===== src/rtl/writeback_regfile.sv =====
// Writeback stage register plus 32x32 register file with two combinational read ports.
// Optional macro REGFILE_BYPASS_EN forwards the pending writeback value onto matching read ports.
module writeback_regfile (
  input  logic        clk,
  input  logic        rst,
  input  logic        wb_valid,
  input  logic        wb_reg_w_en,
  input  logic [4:0]  wb_rd,
  input  logic [31:0] wb_data,
  input  logic        stall,
  input  logic [4:0]  rs1,
  input  logic [4:0]  rs2,
  output logic [31:0] rso1,
  output logic [31:0] rso2,
  output logic [31:0] alu_out,
  output logic [4:0]  alu_rd,
  output logic        alu_reg_w_en,
  output logic [31:0] wb_commit_cnt
);

  logic [31:0] regs [32];

  // Flow: a wb_* beat is accepted on every rising edge where stall=0; stall
  // acts as backpressure that freezes the stage and the register file, and
  // wb_* is ignored while it is high. An accepted entry commits on the next
  // accepting edge, which is also the edge that captures the following entry.
  always_ff @(posedge clk or negedge rst) begin
    if (!rst) begin
      for (int i = 0; i < 32; i++) regs[i] <= '0;
      alu_out       <= '0;
      alu_rd        <= '0;
      alu_reg_w_en  <= 1'b0;
      wb_commit_cnt <= '0;
    end else if (!stall) begin
      alu_out      <= wb_data;
      alu_rd       <= wb_rd;
      alu_reg_w_en <= wb_valid & wb_reg_w_en & (wb_rd != 5'd0);
      // alu_reg_w_en is never set for x0, so regs[0] keeps its reset value.
      if (alu_reg_w_en) begin
        regs[alu_rd]  <= alu_out;
        wb_commit_cnt <= wb_commit_cnt + 32'd1;
      end
    end
  end

  always_comb begin
    rso1 = regs[rs1];
    if (rs1 == 5'd0) rso1 = '0;
`ifdef REGFILE_BYPASS_EN
    if (alu_reg_w_en && (rs1 == alu_rd)) rso1 = alu_out;
`endif
  end

  always_comb begin
    rso2 = regs[rs2];
    if (rs2 == 5'd0) rso2 = '0;
`ifdef REGFILE_BYPASS_EN
    if (alu_reg_w_en && (rs2 == alu_rd)) rso2 = alu_out;
`endif
  end

endmodule


===== config.mk =====
export PLATFORM = sky130hd
export DESIGN_NAME = writeback_regfile
export DESIGN_NICKNAME = d
export VERILOG_FILES = /design/src/rtl/writeback_regfile.sv
export SDC_FILE = /design/constraint.sdc
export NUM_CORES = 2
export LEC_CHECK = 0
export BUFFER_PORTS_ARGS = -buffer_cell sky130_fd_sc_hd__buf_4
export CORE_MARGIN = 2
export CORE_UTILIZATION = 57
export DETAILED_ROUTE_END_ITERATION = 10
export PLACE_DENSITY_LB_ADDON = 0.25
export SYNTH_ARGS = -nofsm -noshare
export SYNTH_HDL_FRONTEND = slang
export SYNTH_SLANG_ARGS = --single-unit

===== constraint.sdc =====
create_clock -name clk -period 2.35 [get_ports clk]
set_clock_uncertainty 0.2 [all_clocks]
set_input_delay 0.3525 -clock clk [delete_from_list [all_inputs] [get_ports clk]]
set_output_delay 0.3525 -clock clk [all_outputs]
set_load 0.005 [all_outputs]

==> out/results.env <==
INITIAL_UTILIZATION_PCT=57.7
FAILING_CHECKS='setup timing'
MAX_STAGE_DELAY_PS=480
YOSYS_REGISTER_BITS=1094
ANTENNA_FOUND_INITIAL=4
SYNTH-EDFF-COUNT=0
DIE_Y_UM=323
STDCELL_COUNT=5743
STATUS='finished with violations'
RELSLEWSLACK_PCT=37.3
GRT_START_MAX_NET_PINS=116
HOLD_VIOL_FINAL=0
WORST_HOLD_PATH_TYPE='in -> reg'
DETAIL_ROUTE.ITER0.VIOLATIONS=4432
MAXCLOCKFREQUENCY_MHz=314
SEQ_AREA_FRAC_SYNTH_PCT=47.2
CELL_COUNT_POST_PLACEMENT=5484
NUMCTSBUFFERS=115
CRIT_CHAIN='mux4_2 -> mux2i_2 -> nor2_1 -> a221oi_2 -> a2111oi_1 -> buf_4 -> buf_4'
FINAL_COMMON_CELL='sky130_fd_sc_hd__dfrtp_1'
REPORT.FINAL.SLEW_VIOL_COUNT=0
SETUP_VIOL_COUNT_FINAL=64
POSTSYNTH.ASYNCRESETSHARE_PCT=100
TIMING.CRITICAL_PATH.ARRIVAL_PS=2630
AREA_DELTA_SYNTH_FINAL_PCT=23.0
HTREE_NUM_LEVELS=3
WIRE_LENGTH_OF_THE_FIRST_GLOBAL_ROUTING_PASS_MM=277
TIMING.CRITICAL_PATH.MODE_CELL='sky130_fd_sc_hd__buf_4'
WORSTSKEWPAIRLATENCY_PS=720
FLOORPLAN.DIE.WIDTH_UM=323
SYNTH.CELL_AREA_UM2=58000
FINAL_CELL_MIX='sky130_fd_sc_hd__dfrtp_1 (1,072), sky130_fd_sc_hd__mux2_2 (1,070), sky130_fd_sc_hd__buf_4 (613)'
ROUTED-VIA-COUNT=39870
FLOORPLAN.CORE_AREA_UM2=100000
BOUNDARYPINS=186
TOTALNEGATIVESETUPSLACK_PS=-42370
CLOCK-SINKS=1094
PLACE_CONGESTION=0.909
TIMING.FINAL.WS_SETUP_PS=-835
SETUP.WORST_PATH.END_CLASS='output port'
PLACE_HPWL_MM=123
CELLLEAKAGEPOWER_nW=32.6
PLACEMENTROWS=116
PRE_CTS_WS_PS=-834
GRT_OVERFLOW=0
DIEAREA_UM2=104000
SYNTH.NET_COUNT=3791
PORT_BUFFERS=185
LAYOUT_WORST_PATH_CYCLE_SHARE_PCT=136
WORST_SLEW_PIN_SLEW_PS=939
TIMING.CRITICAL_PATH.SLOWEST_STAGE_CELL='sky130_fd_sc_hd__mux4_2'
PERIOD_MINUS_SLACK_PS=3190
MAX-CLOCK-PATH-BUFFERS=3
GLOBAL_ROUTE.USAGE.TOTAL_PCT=36.6
FIRST_PASS_ITERS=5
POWER_PER_CELL_AREA_nW_PER_UM2=730
SYN-MEAN-INSTANCE-AREA_UM2=15.5
ROOT_BUF_CELL='sky130_fd_sc_hd__clkbuf_16'
NUMBER_OF_MAXIMUM_CAPACITANCE_CONSTRAINT_VIOLATIONS=0
SYNTH_WARNINGS=0
WORSTSETUPSTARTPOINTTYPE='flop'
PATH_CLASS='reg -> out'
CRIT_FANOUT=3
CTS_TREE='done'
FIRST_GLOBAL_VIAS=41040
WL_PER_CELL_UM=32.8
CP_DATA_REQUIRED_TIME_PS=1800
LAYOUT_CELL_SHARE_WITH_DRIVE_STRENGTH_BEYOND_1_PCT=64.4
SYNTHESIS.INSTANCES=3738
DRC_ERRORS=0
RSZ_0062_RAISED_AFTER_GLOBAL_ROUTING='yes'
TOTAL_LENGTH_OF_ROUTED_WIRES_MM=188
SYNTHDISTINCTLIBCELLS=49
CTS.REPORTEDPATHS.CLKPINSLEW_PS=60
YOSYS_MOST_USED_DFF='sky130_fd_sc_hd__dfrtp_1'
FINALNETCOUNT=4344
AVGVIACOUNTPERCELL=6.94
IRDROPWORSTVDD_V=0.000601
ANT_NETS=0
-- per-layer routing --
layer	vias to the layer above	GRT usage (%)	share of wire, %
li1	15604	-	-
met4	12	18.2	5.5
met3	597	8.75	9.5
met1	21351	48.8	38
met2	2306	56.6	47
met5	-	0	0.042
-- sequential cells by signal, indices dropped and copies added, names as in the netlist --
name / count
alu_reg_w_en: 1
wb_commit_cnt: 32
alu_rd: 5
regs: 1024
alu_out: 32
-- synthesized netlist by cell type (22+ instances only) --
master                      count  area [um^2]
sky130_fd_sc_hd__dfrtp_1     1094        27400
sky130_fd_sc_hd__mux2_2      1078        12100
sky130_fd_sc_hd__mux4_2       502        11300
sky130_fd_sc_hd__clkbuf_1     135          507
sky130_fd_sc_hd__buf_2        124          621
sky130_fd_sc_hd__mux2i_1       83          831
sky130_fd_sc_hd__nor2b_1       73          457
sky130_fd_sc_hd__nor2_1        71          267
sky130_fd_sc_hd__a211oi_1      70          526
sky130_fd_sc_hd__a21oi_1       55          275
sky130_fd_sc_hd__nand2_1       52          195
sky130_fd_sc_hd__buf_4         48          360
sky130_fd_sc_hd__buf_6         39          439
sky130_fd_sc_hd__buf_1         38          143
sky130_fd_sc_hd__a221oi_1      28          245
sky130_fd_sc_hd__a2111oi_0     23          201
sky130_fd_sc_hd__mux2_1        22          248
-- report_power, final --
part / total [mW] / internal [mW] / switching, mW
Combinational: 9.63 / 5.64 / 3.99
Clock: 19.2 / 11.5 / 7.77
Sequential: 23.2 / 21.1 / 2.11
-- final timing paths --
check                                         startpoint                            end  slack (ps)  cells after the start
hold reg to reg            wb_commit_cnt[31]$_DFFE_PN0P_  wb_commit_cnt[31]$_DFFE_PN0P_         270                      1
min in group asynchronous                            rst          regs[266]$_DFFE_PN0P_         180                      3
hold / removal                                     stall   wb_commit_cnt[1]$_DFFE_PN0P_          30                      6
max in group asynchronous                            rst          regs[985]$_DFFE_PN0P_        1040                      4
setup / recovery                   regs[434]$_DFFE_PN0P_                       rso1[18]        -840                      7
setup reg to reg                   alu_rd[4]$_DFFE_PN0N_          regs[333]$_DFFE_PN0P_          10                      4
-- through the flow --
step | power, mW | util [%] | instance area, um^2 | hold slack [ps]
detailed placement | 32.2 | 64.9 | 65200 | 33.7
floorplan | 28.4 | - | 58100 | -143
CTS | 51.8 | 70.3 | 70600 | 8.69
global route | 53.8 | 71.0 | 71300 | 57.9
finish | 52.1 | 71.0 | 71400 | 25.1
global placement | 31.9 | 64.9 | 65200 | 35.1
-- repair_timing --
action / 4_1_cts / 5_1_grt
hold buffers: 41 / 0
buffers inserted: 9 / 26
setup endpoints to repair: 93 / 411
cloned: 0 / 4
endpoints found under the hold margin: 953 / 0
pin swaps: 74 / 43
resized for setup: 242 / 90
-- worst max-delay path, delay by kind of cell, from the launching register on --
family          cells  cell delay, ps
compound gates      2             370
buf+inv             2             320
flops               1             420
mux                 2             710
simple gates        1             110
-- final cells by class --
| class | count | area, um^2 |
|---|---|---|
| diodes | 1 | 2.50 |
| multi-input cells | 2250 | 30100 |
| clock inverters | 33 | 453 |
| flip-flops and latches | 1094 | 27400 |
| well taps | 1357 | 1700 |
| clock buffers | 178 | 3530 |
| fillers | 6457 | 29100 |
| inverters | 2 | 7.51 |
| repair buffers | 828 | 8190 |
-- logic make-up after synthesis --
family	count (synthesis)	synth area share, %
xor gates and xnor gates	31	0.468
buffers and inverters	394	3.80
adders and majority gates	1	0.0216
AOI/OAI and AO/OA	258	3.44
DFF	1094	47.2
muxes	1695	42.7
and+or+nand+nor	265	2.34
(Power assumes the default switching activity.)
